===== config.mk =====
export PLATFORM = sky130hd
export DESIGN_NAME = systolic_feeder
export DESIGN_NICKNAME = d
export VERILOG_FILES = /design/src/rtl/systolic_feeder.sv
export SDC_FILE = /design/constraint.sdc
export NUM_CORES = 1
export LEC_CHECK = 0
export BUFFER_PORTS_ARGS = -buffer_cell sky130_fd_sc_hd__buf_4
export CAP_MARGIN = 20
export CORE_UTILIZATION = 30
export DETAILED_ROUTE_END_ITERATION = 16
export MAX_ROUTING_LAYER = met4
export RECOVER_POWER = 100
export SLEW_MARGIN = 20
export SYNTH_ARGS = -nofsm -noshare
export SYNTH_HDL_FRONTEND = slang
export SYNTH_SLANG_ARGS = --single-unit

===== constraint.sdc =====
create_clock -name clk -period 20 [get_ports clk]
set_clock_uncertainty 0.05 [all_clocks]
set_input_delay 1 -clock clk [delete_from_list [all_inputs] [get_ports clk]]
set_output_delay 1 -clock clk [all_outputs]
set_load 0.02 [all_outputs]

===== src/rtl/systolic_feeder.sv =====
// Front end for systolic_array: streams a weight load, then skews activation rows
// into the array, flushes it, and pulses done once the flush completes.
module systolic_feeder #(
   parameter int ROWS        = 8,
   parameter int DATA_WIDTH  = 8,
   parameter int SKEW        = 2,
   parameter int DRAIN_EXTRA = 10
) (
   input  logic                         clk,
   input  logic                         rst,
   input  logic                         w_valid,
   output logic                         w_ready,
   input  logic [ROWS*DATA_WIDTH-1:0]   w_data,
   input  logic                         a_valid,
   output logic                         a_ready,
   input  logic [ROWS*DATA_WIDTH-1:0]   a_data,
   input  logic                         a_last,
   output logic [ROWS*DATA_WIDTH-1:0]   pixel_in_bus,
   output logic                         load_W,
   output logic                         enable_cycle,
   output logic                         busy,
   output logic                         done
);

   localparam int DRAIN_LEN = (ROWS - 1) * SKEW + DRAIN_EXTRA;
   localparam int WCW       = $clog2(ROWS + 1);
   localparam int DCW       = (DRAIN_LEN < 2) ? 1 : $clog2(DRAIN_LEN + 1);

   typedef enum logic [1:0] {IDLE, LOAD, RUN, DRAIN} state_t;

   state_t                       state, next_state;
   logic [WCW-1:0]               wcnt;
   logic [DCW-1:0]               dcnt;
   logic                         w_fire, a_fire;
   logic [ROWS*DATA_WIDTH-1:0]   skew_in, skew_tap;

   assign w_fire  = w_valid && w_ready;
   assign a_fire  = a_valid && a_ready;
   assign skew_in = a_fire ? a_data : '0;

   always_ff @(posedge clk or posedge rst) begin
      if (rst) state <= IDLE;
      else     state <= next_state;
   end

   always_comb begin
      next_state = state;
      case (state)
         IDLE:  if (w_fire) next_state = LOAD;
         LOAD:  if (w_fire && wcnt == WCW'(ROWS - 1)) next_state = RUN;
         RUN:   if (a_fire && a_last) next_state = DRAIN;
         DRAIN: if (dcnt <= DCW'(1)) next_state = IDLE;
         default: next_state = IDLE;
      endcase
   end

   always_ff @(posedge clk or posedge rst) begin
      if (rst) begin
         wcnt <= '0;
         dcnt <= '0;
      end else begin
         if (w_fire) wcnt <= (state == IDLE) ? WCW'(1) : wcnt + 1'b1;
         if (state == RUN && a_fire && a_last) dcnt <= DCW'(DRAIN_LEN);
         else if (state == DRAIN && dcnt != '0) dcnt <= dcnt - 1'b1;
      end
   end

   // Lane r gets r*SKEW delay stages ahead of the shared output register.
   for (genvar r = 0; r < ROWS; r++) begin : g_lane
      localparam int DEPTH = r * SKEW;
      if (DEPTH == 0) begin : g_direct
         assign skew_tap[r*DATA_WIDTH +: DATA_WIDTH] = skew_in[r*DATA_WIDTH +: DATA_WIDTH];
      end else begin : g_dly
         logic [DATA_WIDTH-1:0] line [DEPTH];
         always_ff @(posedge clk or posedge rst) begin
            if (rst) begin
               for (int k = 0; k < DEPTH; k++) line[k] <= '0;
            end else begin
               line[0] <= skew_in[r*DATA_WIDTH +: DATA_WIDTH];
               for (int k = 1; k < DEPTH; k++) line[k] <= line[k-1];
            end
         end
         assign skew_tap[r*DATA_WIDTH +: DATA_WIDTH] = line[DEPTH-1];
      end
   end

   always_ff @(posedge clk or posedge rst) begin
      if (rst) begin
         w_ready      <= 1'b0;
         a_ready      <= 1'b0;
         busy         <= 1'b0;
         done         <= 1'b0;
         load_W       <= 1'b0;
         enable_cycle <= 1'b0;
         pixel_in_bus <= '0;
      end else begin
         w_ready      <= (next_state == IDLE) || (next_state == LOAD);
         a_ready      <= (next_state == RUN);
         busy         <= (next_state != IDLE);
         done         <= (state == DRAIN) && (next_state == IDLE);
         load_W       <= w_fire;
         enable_cycle <= w_fire || (next_state == RUN) || (next_state == DRAIN);
         if (w_fire)
            pixel_in_bus <= w_data;
         else if (next_state == RUN || next_state == DRAIN)
            pixel_in_bus <= skew_tap;
         else
            pixel_in_bus <= '0;
      end
   end

endmodule


# == Word level (Yosys, flattened, before mapping) ==
# Index checks and enable logic that the tools add are counted.
# totals
reg_bits,529
latchBits,0
ram_bits,0
rom_bits,0
in_bits,133
out_inout_bits,70
wordCells,104
memories,0
# classes
addsub,2
n_mul,0
div,0
order_cmp,1
eq_ne,7
shift,0
muxes,11
n_bitwise,0
n_reduce_logical,17
# op_table
op,count
2-to-1 mux 64 bit,3
2-to-1 mux 5 bit,2
"== test 2 bit, second input constant",4
logical AND 1 bit,8
2-to-1 mux 2 bit,4
case mux 2 bit (4 select lines),1
"less-or-equal comparator 5 x 1 -> 1 bit, second input constant",1
nonzero test 5 bit,1
"subtractor 5 x 1 -> 5 bit, second input constant",1
"adder 4 x 1 -> 4 bit, second input constant",1
"== test 2 x 1 -> 1 bit, second input constant",2
"== test 4 x 3 -> 1 bit, second input constant",1
logical NOT 2 bit,2
logical OR 1 bit,4
2-to-1 mux 4 bit,1
nonzero test 2 bit,2

# == Depth between registers and ports, before layout ==
# logic_depth
depth_word,8
ltp_mapped,6
mapped_depth_nobuf,5

# == Worst setup path after synthesis ==
# OpenSTA, ideal clock, no wires.
# synth_timing
path_type,input-to-reg
start,input w_valid
end,register pixel_in_bus[4]
setup_ps,67
arrival_time_ps,2108
t_required_ps,19883
slack_ps,17774
stages,5
n_path_buf,1
cell_sequence,nand2_1 -> inv_2 -> a311oi_4 -> buf_6 -> a32o_1
# synth_between
elab_chain_len,8
elab_cells_between_ends,10
cone_classes,eq/ne (2); mux (5); reduce/logical (3)
# synth_lines
item,line,source
from (decl),11,"input logic w_valid,"
logical AND 1 bit (*),37,assign w_fire = w_valid && w_ready;
logical AND 1 bit,50,LOAD: if (w_fire && wcnt == WCW'(ROWS - 1)) next_state = RUN;
2-to-1 mux 2 bit,50,
case mux 2 bit (4 select lines),48,case (state)
== test 2 bit,105,else if (next_state == RUN || next_state == DRAIN)
logical OR 1 bit,105,
2-to-1 mux 64 bit,105,
2-to-1 mux 64 bit (*),103,if (w_fire)
to (signal assigned),104,pixel_in_bus <= w_data;
to (signal assigned),106,pixel_in_bus <= skew_tap;
to (decl),18,"output logic [ROWS*DATA_WIDTH-1:0] pixel_in_bus,"
# Every way passes the cells marked *; elsewhere a longest branch is shown, timed or not.
# A chain may end at the register's enable or synchronous reset.

==> flow_metrics.env <==
export IMPL_status="complete, but fails checks"
export IMPL_violations="max-capacitance violations, max-slew violations"
export IMPL_cp_start_kind="input port"
export IMPL_yosysUniqueCellTypes=38
export IMPL_drc=0
export IMPL_arrival_ns=7.44
export IMPL_drt_initial_drc_count=321
export IMPL_drt_wl_total_mm=23.8
export IMPL_multiInputGateArea_um2=1330
export IMPL_cts_resized=0
export IMPL_vias=6769
export IMPL_vdd_drop_max_v=0.0000695
export IMPL_first_global_vias=7268
export IMPL_grt_use_met1=0.127
export IMPL_gp_congestion=0.752
export IMPL_cts_root_buffer="clkbuf_16"
export IMPL_power_leakage_nw=9.56
export IMPL_cts_htree_levels=2
export IMPL_cts_tree="yes"
export IMPL_timing_fmax_ghz=0.129
export IMPL_postCtsHoldBufs=0
export IMPL_post_cts_setup_buffer_count=0
export IMPL_grt_max_degree=140
export IMPL_finalHoldViolCount=0
export IMPL_numClockSinks=529
export IMPL_antenna_found_initial=0
export IMPL_fin_ws_ns=12.25
export IMPL_clock_latency_ns=0.58
export IMPL_yosysWarnings=0
export IMPL_drive_above_1_share=0.225
export IMPL_via_per_inst=4.04
export IMPL_avgSynthCellArea_um2=19.9
export IMPL_die_w_um=224
export IMPL_setup_viol=0
export IMPL_grt_use_met2=0.156
export IMPL_dr_pass1_iters=4
export IMPL_layout_common_cells="529 x dfrtp_1, 131 x buf_4, 83 x clkbuf_1, 59 x and3_1, 58 x a22o_1"
export IMPL_gr_max_usage_layer="met2"
export IMPL_cts_reportedPaths_clkPinSlew_ns=0.06
export IMPL_powerDensity_nw_per_um2=137
export IMPL_overflow=0
export IMPL_core_um2=48100
export IMPL_fill_cells=4451
export IMPL_num_io_pins=203
export IMPL_ys_ff_latch=529
export IMPL_finalMaxSlewViolations=640
export IMPL_port_buffers=202
export IMPL_dieArea_um2=50100
export IMPL_synth_fp_nets=878
export IMPL_crit_fanout=139
export IMPL_clock_path_buffers=3
export IMPL_ff_latch_area_um2=13200
export IMPL_cp_data_required_time_ns=19.69
export IMPL_min_period_over_period=0.387
export IMPL_wl_per_cell_um=14.2
export IMPL_gr_usage_met3=0.0316
export IMPL_power_mw=2.54
export IMPL_initial_core_util=0.306
export IMPL_core_rowCount=80
export IMPL_area_delta_synth_final_pct=25.7
export IMPL_drv_cap=8
export IMPL_grt_pass1_wl_mm=38.8
export IMPL_place_ws_ns=16.07
export IMPL_endpoint_kind="async pin"
export IMPL_syn_instance_count=741
export IMPL_cts_made_buffers=53
export IMPL_worst_slew_pin_slew_ns=5.71
export IMPL_period_minus_slack_ns=7.75
export IMPL_ys_seq_area_frac=0.898
export IMPL_synth_area_um2=14700
export IMPL_layout_commonest_cell="dfrtp_1"
export IMPL_num_antenna_cells=0
export IMPL_ant_nets=0
export IMPL_final_setup_tns_ns=0
export IMPL_crit_type="in -> async"
export IMPL_die_y_um=224
export IMPL_grt_total_usage=0.102
export IMPL_rsz0062_at_grt="false"
export IMPL_hpwl_mm=13.9
export IMPL_nets=1114
export IMPL_slew_headroom=-2.83
export IMPL_min_path_type="reg -> reg"
[logic make-up (layout without fill, tap and decap cells)]
kind of cell    Yosys count  after routing  share of synthesized area
simple gates             86             86                     0.0357
buf+inv                  34            313                     0.0119
compound gates           88             88                     0.0514
fa+ha+maj                 4              4                    0.00339
flops                   529            529                      0.898
[routing by layer]
metal | wire length (µm) | part of all wire
met3 | 1560 | 0.066
met5 | 0 | 0
met1 | 9820 | 0.41
met2 | 11800 | 0.50
met4 | 623 | 0.026
[synthesized netlist by cell type]
cell | instances | area (µm²)
buf_6 | 6 | 67.6
and4_1 | 1 | 8.76
nand2_1 | 2 | 7.51
inv_1 | 4 | 15.0
and2_1 | 2 | 12.5
a311oi_4 | 1 | 26.3
a211o_1 | 1 | 8.76
a311oi_1 | 1 | 8.76
a31oi_1 | 1 | 6.26
nor3_2 | 1 | 10.0
buf_2 | 2 | 10.0
a31o_1 | 1 | 8.76
nor4b_1 | 2 | 17.5
a32oi_1 | 1 | 8.76
o21a_1 | 1 | 7.51
buf_1 | 1 | 3.75
ha_1 | 4 | 50.1
or4b_1 | 1 | 10.0
nor2_1 | 5 | 18.8
or3_1 | 2 | 12.5
nand4_1 | 1 | 6.26
nor2b_1 | 1 | 6.26
a21o_1 | 1 | 7.51
a22o_1 | 58 | 508
and3_1 | 59 | 369
nand3_1 | 5 | 25.0
a31o_2 | 1 | 8.76
a21oi_1 | 4 | 20.0
nor3_1 | 3 | 15.0
nand3b_1 | 1 | 7.51
a32o_1 | 9 | 90.1
clkbuf_1 | 19 | 71.3
a22oi_1 | 1 | 7.51
o21bai_2 | 1 | 11.3
dfrtp_1 | 529 | 13200
o21ai_1 | 2 | 10.0
o21ai_0 | 4 | 20.0
inv_2 | 2 | 7.51
[power breakdown]
| group | internal (mW) | switching (mW) |
|---|---|---|
| Combinational | 0.0872 | 0.164 |
| Clock | 0.605 | 0.399 |
| Sequential | 1.22 | 0.0673 |
| Total | 1.91 | 0.630 |
[worst max-delay path, stage by stage]
cell        delay, ns
clkbuf_4         0.11
clkinvlp_2       3.17
clkbuf_1         3.05
[path summary, 6_finish.rpt]
check	from	endpoint	slack (ns)	cells after the start
worst max-delay path	rst	g_lane[4].g_dly.line[43]	12.25	3
worst min-delay path	g_lane[7].g_dly.line[41]	g_lane[7].g_dly.line[33]	0.29	0
worst max register to register	w_ready	wcnt[2]	15.98	5
worst min register to register	g_lane[7].g_dly.line[41]	g_lane[7].g_dly.line[33]	0.29	0
max in group clk	w_valid	wcnt[2]	15.81	6
min in group asynchronous	rst	g_lane[7].g_dly.line[111]	2.17	2
[layout make-up]
cell class	instances	area share
clock buffer	70	0.0805
clock inverter	28	0.0182
inverter	6	0.00128
multi-input combinational	178	0.0718
sequential	529	0.714
tap	656	0.0443
timing repair buffer	209	0.0697
[through the flow]
| step | instance area [µm²] | utilization | cells | hold slack [ns] |
|---|---|---|---|---|
| 2_1_floorplan | 14700 | - | 741 | 0.281 |
| 3_3_place_gp | 17000 | 0.353 | 1578 | 0.281 |
| 3_5_place_dp | 17000 | 0.353 | 1578 | 0.285 |
| 4_1_cts | 18800 | 0.391 | 1676 | 0.291 |
| 5_1_grt | 18500 | 0.385 | 1676 | 0.296 |
| 6_report | 18500 | 0.385 | 1676 | 0.289 |
[registers in the layout (all words and copies together) (netlist names)]
signal,cells
wcnt,4
a_ready,1
done,1
enable_cycle,1
pixel_in_bus,64
busy,1
dcnt,5
w_ready,1
g_lane.g_dly.line,448
state,2
load_W,1
(Power assumes the default switching activity.)
